## src/rtl/logger_pkg.sv

```systemverilog
// Shared definitions for the ping-pong sample logger: bank-state encoding
// and default widths.
package logger_pkg;

  localparam int DEF_DATA_W = 8;
  localparam int DEF_ADDR_W = 8;
  localparam int DEF_OVF_W  = 8;

  // Per-bank lifecycle: EMPTY -> FILLING -> READY -> READING -> EMPTY
  localparam logic [1:0] ST_EMPTY   = 2'd0;
  localparam logic [1:0] ST_FILLING = 2'd1;
  localparam logic [1:0] ST_READY   = 2'd2;
  localparam logic [1:0] ST_READING = 2'd3;

endpackage

```

## src/rtl/dp_ram_sync.sv

```systemverilog
// Simple dual-port RAM: one write port, one registered read port.
// The array is not reset; only the read register clears on reset.
module dp_ram_sync #(
  parameter int DATA_W = 8,
  parameter int ADDR_W = 9
) (
  input  logic              clk,
  input  logic              rst_n,
  input  logic              we,
  input  logic [ADDR_W-1:0] waddr,
  input  logic [DATA_W-1:0] wdata,
  input  logic [ADDR_W-1:0] raddr,
  output logic [DATA_W-1:0] rdata
);

  logic [DATA_W-1:0] mem [0:(1<<ADDR_W)-1];

  // Write port: store the sample when enabled
  always_ff @(posedge clk) begin
    if (we) mem[waddr] <= wdata;
  end

  // Read port: one-cycle registered read, cleared while in reset
  always_ff @(posedge clk or negedge rst_n) begin
    if (!rst_n) rdata <= '0;
    else        rdata <= mem[raddr];
  end

endmodule

```

## src/rtl/pingpong_buf_ctrl.sv

```systemverilog
// Ping-pong buffer controller: the writer fills one bank while the reader
// drains the other; samples arriving while both banks are held are dropped
// and counted.
module pingpong_buf_ctrl
  import logger_pkg::*;
#(
  parameter int DATA_W = DEF_DATA_W,
  parameter int ADDR_W = DEF_ADDR_W,
  parameter int OVF_W  = DEF_OVF_W
) (
  input  logic              clk,
  input  logic              rst_n,
  input  logic              wr_valid,
  input  logic [DATA_W-1:0] wr_data,
  input  logic              flush,
  output logic              wr_blocked,
  output logic              rd_avail,
  output logic              rd_bank,
  output logic [ADDR_W:0]   rd_len,
  input  logic [ADDR_W-1:0] rd_addr,
  output logic [DATA_W-1:0] rd_data,
  input  logic              rd_done,
  output logic              ovf_flag,
  output logic [OVF_W-1:0]  ovf_cnt,
  input  logic              ovf_clr
);

  logic [1:0]        bank_st [2];
  logic [ADDR_W:0]   bank_len [2];
  logic              wb;
  logic              rs;
  logic [ADDR_W-1:0] wp;

  logic              wb_open;
  logic              do_write;
  logic              drop;
  logic [ADDR_W:0]   fill_len;
  logic              close;
  logic              release_bank;

  function automatic logic [OVF_W-1:0] sat_inc(input logic [OVF_W-1:0] v);
    return (&v) ? v : v + OVF_W'(1);
  endfunction

  // Write bank accepts data only while it is EMPTY or FILLING
  assign wb_open  = (bank_st[wb] == ST_EMPTY) || (bank_st[wb] == ST_FILLING);
  assign do_write = wr_valid && wb_open;
  assign drop     = wr_valid && !wb_open;
  // Length if the bank closed this cycle; a write at the last offset
  // naturally yields the full bank depth
  assign fill_len = {1'b0, wp} + (ADDR_W+1)'(do_write);
  assign close    = (do_write && (&wp)) || (flush && (fill_len != '0));

  assign rd_avail     = (bank_st[rs] == ST_READY) || (bank_st[rs] == ST_READING);
  assign release_bank = rd_done && rd_avail;
  assign rd_bank      = rs;
  assign rd_len       = bank_len[rs];
  assign wr_blocked   = !wb_open;

  // Bank state, pointers and lengths; reader and writer never touch the
  // same bank in one cycle because the write bank is blocked whenever it
  // is the one being offered
  always_ff @(posedge clk or negedge rst_n) begin
    if (!rst_n) begin
      bank_st[0]  <= ST_EMPTY;
      bank_st[1]  <= ST_EMPTY;
      bank_len[0] <= '0;
      bank_len[1] <= '0;
      wb          <= 1'b0;
      rs          <= 1'b0;
      wp          <= '0;
    end else begin
      if (rd_avail && (bank_st[rs] == ST_READY)) bank_st[rs] <= ST_READING;
      if (release_bank) begin
        bank_st[rs] <= ST_EMPTY;
        rs          <= ~rs;
      end
      if (close) begin
        bank_st[wb]  <= ST_READY;
        bank_len[wb] <= fill_len;
        wb           <= ~wb;
        wp           <= '0;
      end else if (do_write) begin
        bank_st[wb] <= ST_FILLING;
        wp          <= wp + ADDR_W'(1);
      end
    end
  end

  // Overflow tracking; clear wins over a coincident drop
  always_ff @(posedge clk or negedge rst_n) begin
    if (!rst_n) begin
      ovf_flag <= 1'b0;
      ovf_cnt  <= '0;
    end else if (ovf_clr) begin
      ovf_flag <= 1'b0;
      ovf_cnt  <= '0;
    end else if (drop) begin
      ovf_flag <= 1'b1;
      ovf_cnt  <= sat_inc(ovf_cnt);
    end
  end

  dp_ram_sync #(
    .DATA_W (DATA_W),
    .ADDR_W (ADDR_W + 1)
  ) u_ram (
    .clk   (clk),
    .rst_n (rst_n),
    .we    (do_write),
    .waddr ({wb, wp}),
    .wdata (wr_data),
    .raddr ({rs, rd_addr}),
    .rdata (rd_data)
  );

endmodule
```

## config.mk

```make
export PLATFORM = sky130hd
export DESIGN_NAME = pingpong_buf_ctrl
export DESIGN_NICKNAME = d
export VERILOG_FILES = /design/src/rtl/logger_pkg.sv /design/src/rtl/dp_ram_sync.sv /design/src/rtl/pingpong_buf_ctrl.sv
export SDC_FILE = /design/constraint.sdc
export NUM_CORES = 2
export LEC_CHECK = 0
export ABC_AREA = 1
export CORE_ASPECT_RATIO = 0.5
export CORE_MARGIN = 2
export CORE_UTILIZATION = 60
export DETAILED_ROUTE_END_ITERATION = 8
export HOLD_SLACK_MARGIN = 0.05
export PLACE_DENSITY_LB_ADDON = 0.25
export SLEW_MARGIN = 20
export SYNTH_ARGS = -nofsm -noshare
export SYNTH_HDL_FRONTEND = slang
export SYNTH_HIERARCHICAL = 1
export SYNTH_SLANG_ARGS = --single-unit
```

## constraint.sdc

```tcl
create_clock -name clk -period 2.85 [get_ports clk]
set_clock_uncertainty 0.1 [all_clocks]
set_input_delay 0.57 -clock clk [delete_from_list [all_inputs] [get_ports clk]]
set_output_delay 0.57 -clock clk [all_outputs]
set_load 0.01 [all_outputs]
```

==> flow_summary_export.csv <==
group,metric,value,unit
timing,setup_viol,0,
setup_path,cp.arrival,3.30,ns
placement,pre_cts_ws,-0.373,ns
synth,ys_top_cells_by_area,"edfxtp_1, nand3_1, nand2_1",
timing,fin_tns_setup,0,ns
pwr,finalPower,0.127,W
setup_path,cp_num_buf_inv,4,
floorplan,dieHeight,379,um
cells_and_area,num-nets-final,15056,
setup_path,cp.required,3.38,ns
pwr,swShare,23.4,%
synth,synth_area_per_cell,11.9,um^2
setup_path,crit_path_end_kind,"register",
global_route,antenna_found_initial,20,
synth,syn_nets,14202,
global_route,grt_pass1_vias,112288,
synth,synth_seq_cells,4143,
synth,synth_top_area_share,72.8,%
timing,hold_slack,0.0950,ns
synth,yosys_most_used_dff,"edfxtp_1",
setup_path,cp-start-kind,"register",
cts,cts_sinks,4143,
timing,slew_viol_final,0,
floorplan,rows,137,
synth,synthTopCellsByCount,"nand2_1, nand3_1, edfxtp_1",
drt,drt-total-wl,471000,um
timing,fmax,0.361,GHz
cts,htree_levels,5,
outcome,run_status,"finished with violations",
floorplan,io_pins,51,
timing,timing.final.ws_setup,0.0813,ns
synth,synth-adder-area-share,0.0296,%
drt,drc,0,
setup_path,cp_cell_sequence,"nand2_1, o21ai_4, nor2_4, buf_4, nand2_1, inv_1, nand2_4, buf_4, nor2_1, buf_4",
global_route,grt_pass1_wl,696000,um
synth,synth_cell_type_count,36,
drt,first_iter_violations,17909,
pwr,seq_power_share,53.2,%
timing,rsz0062_at_grt,"false",
cts,root_buffer,"clkbuf_16",
floorplan,core_area,279000,um^2
pwr,p_clk_share,38.2,%
job,drv_cap,0,
drt,wire_per_inst,24.7,um
drt,drt_first_pass_iters,6,
pwr,power_density,652,nW/um^2
global_route,grt_use_total,32.4,%
drt,via_per_inst,6.19,
cts,clock_latency,0.90,ns
pwr,p_int,0.0970,W
synth,synth_simple_gate_area_share,23.0,%
synth,synth_compound_area_share,0.0711,%
setup_path,cpMaxStageDelayCell,"dfrtp_2",
pwr,combPwrFrac,8.5,%
cells_and_area,syn_to_final_growth,15.1,%
cts,tritoncts,"yes",
synth,yosysMostFrequentCell,"nand2_1",
global_route,gr-total-overflow,0,
floorplan,start_util,60.4,%
setup_path,crit_top_cell,"buf_4",
cts,numCtsBuffers,349,
cells_and_area,seqCellArea,124000,um^2
pwr,switchingPower,0.0296,W
drt,num_vias,118045,
synth,ys_seq_area_share,73.5,%
setup_path,cp_top_family,"buffers and inverters",
timing,min_period,2.77,ns
pwr,p_leak,70.5,nW
cells_and_area,multi_input_area,39200,um^2
cells_and_area,design_area,194000,um^2
timing,slew_headroom,45.6,%
synth,synth_cells,14176,
cells_and_area,fill_cells,18693,
cts,clk_pin_slew_worst_paths,0.07,ns
worst_hold_path,hold_path_class,"in2reg",
cts,clockBufferDepth,4,
placement,dpl.hpwl,296000,um
synth,async_reset_ff_share,1.13,%
setup_path,path_class,"reg2reg",
synth,synthMuxAreaShare,0,%
setup_path,slowest_delay,0.45,ns
synth,synth_edf_count,4096,
synth,synthXorXnorAreaFrac,0.0311,%
synth,synth_top_family_by_area,"simple AND/OR/NAND/NOR gates",
synth,yosys_warnings,6,
outcome,violations,"antenna rules",
synth,synth_area,169000,um^2
placement,io_buffers,50,
timing,finalCritPeriodShare,97.1,%
timing,worstMarginPinSlew,0.815,ns
drt,ant_nets,1,
timing,hold_viol,0,
floorplan,die_area,286000,um^2
floorplan,die_w,754,um
setup_path,worst-path-max-fanout,8,
cells_and_area,drive_above_1_share,13.0,%
placement,dpl-instance-area,183000,um^2
placement,routabilityCongestion,0.940,
synth,synth_largest_area_cell,"edfxtp_1",
global_route,grt_max_degree,120,
pwr,ir_drop,558,uV
-- area by class of cell --
cell class / count / area share (%)
timing repair buffer: 1494 / 7.55
clock buffer: 434 / 4.73
clock inverter: 193 / 1.05
multi-input combinational: 8972 / 20.2
tap: 3753 / 2.42
sequential: 4143 / 63.9
inverter: 70 / 0.171
antenna: 19 / 0.0245
-- path summary, 6_finish.rpt --
kind	endpoint	slack [ns]	depth (start not counted)	start
worst max-delay path	u_ram/mem[290][4]$_DFFE_PP_	0.08	10	wb$_DFFE_PN0P_
worst min-delay path	u_ram/mem[116][4]$_DFFE_PP_	0.1	2	wr_data[4]
worst max register to register	u_ram/mem[290][4]$_DFFE_PP_	0.08	10	wb$_DFFE_PN0P_
worst min register to register	bank_len[4]$_DFFE_PN0P_	0.38	2	bank_len[4]$_DFFE_PN0P_
max in group asynchronous	ovf_cnt[5]$_DFFE_PN0P_	1.17	4	rst_n
min in group asynchronous	bank_len[17]$_DFFE_PN0P_	0.67	4	rst_n
-- through the flow --
stage	instances	utilization, %
after floorplan	14176	-
after global placement	18418	65.4
after detailed placement	18418	65.4
after CTS	19057	69.5
after global routing	19059	69.5
final	19078	69.5
-- cells in the final DEF (no fill, tap or decap), types with 3 or more instances in the layout --
master / instances
nor2_1: 527
clkdlybuf4s50_1: 23
inv_6: 12
buf_4: 1177
clkbuf_1: 77
clkinv_8: 6
bufinv_16: 40
nor3_1: 10
nand2_1: 4256
clkbuf_16: 354
o21ai_0: 8
dfrtp_1: 45
clkinvlp_4: 12
ha_1: 4
inv_1: 58
xor2_1: 6
buf_8: 11
dlygate4sd3_1: 10
buf_12: 257
diode_2: 19
clkinv_1: 61
nand2_4: 17
nor2_2: 11
dlygate4sd2_1: 3
nand3_1: 4111
clkbuf_8: 3
clkinv_4: 6
nor3_2: 4
dlymetal6s2s_1: 8
clkinv_2: 61
edfxtp_1: 4096
o21ai_1: 3
-- flip-flops by register name, summed over array words and instances, names as in the netlist --
name / flops
wp: 8
u_ram/mem: 4096
ovf_cnt: 8
bank_len: 18
bank_st: 2
ovf_flag: 1
u_ram/rdata: 8
rd_bank: 1
wb: 1
-- kinds of logic (layout without fill, tap and decap cells) --
kind of cell,Yosys count,after routing
other,0,19
flip-flops,4143,4143
XOR/XNOR,6,6
adder cells (fa/ha/maj),4,4
AO/OA/AOI/OAI,20,20
buffers and inverters,1061,2191
AND/OR/NAND/NOR,8942,8942
-- what timing repair did --
item,CTS,global route
resized for setup,6,20
hold endpoints to repair,160,0
setup buffers,2,2
endpoints found under the setup margin,132,203
hold buffers,10,0
-- metal layers --
metal  track usage [%]  wire length [um]  vias up
met5                 0                69        -
met2              49.4            211000     8039
li1                  -                 -    52059
met4              12.6             19500       10
met1              46.0            176000    56795
met3              7.67             64100     1142
-- power by group through the flow --
stage	clock (W)	sequential (W)	combinational [W]
after detailed placement	0	0.0688	0.0104
final	0.0484	0.0674	0.0108
after global placement	0	0.0688	0.0102
after CTS	0.0486	0.0674	0.0105
after floorplan	0	0.0687	0.00499
after global routing	0.0509	0.0674	0.0114
Note: power is estimated with default switching activity, not from simulation.
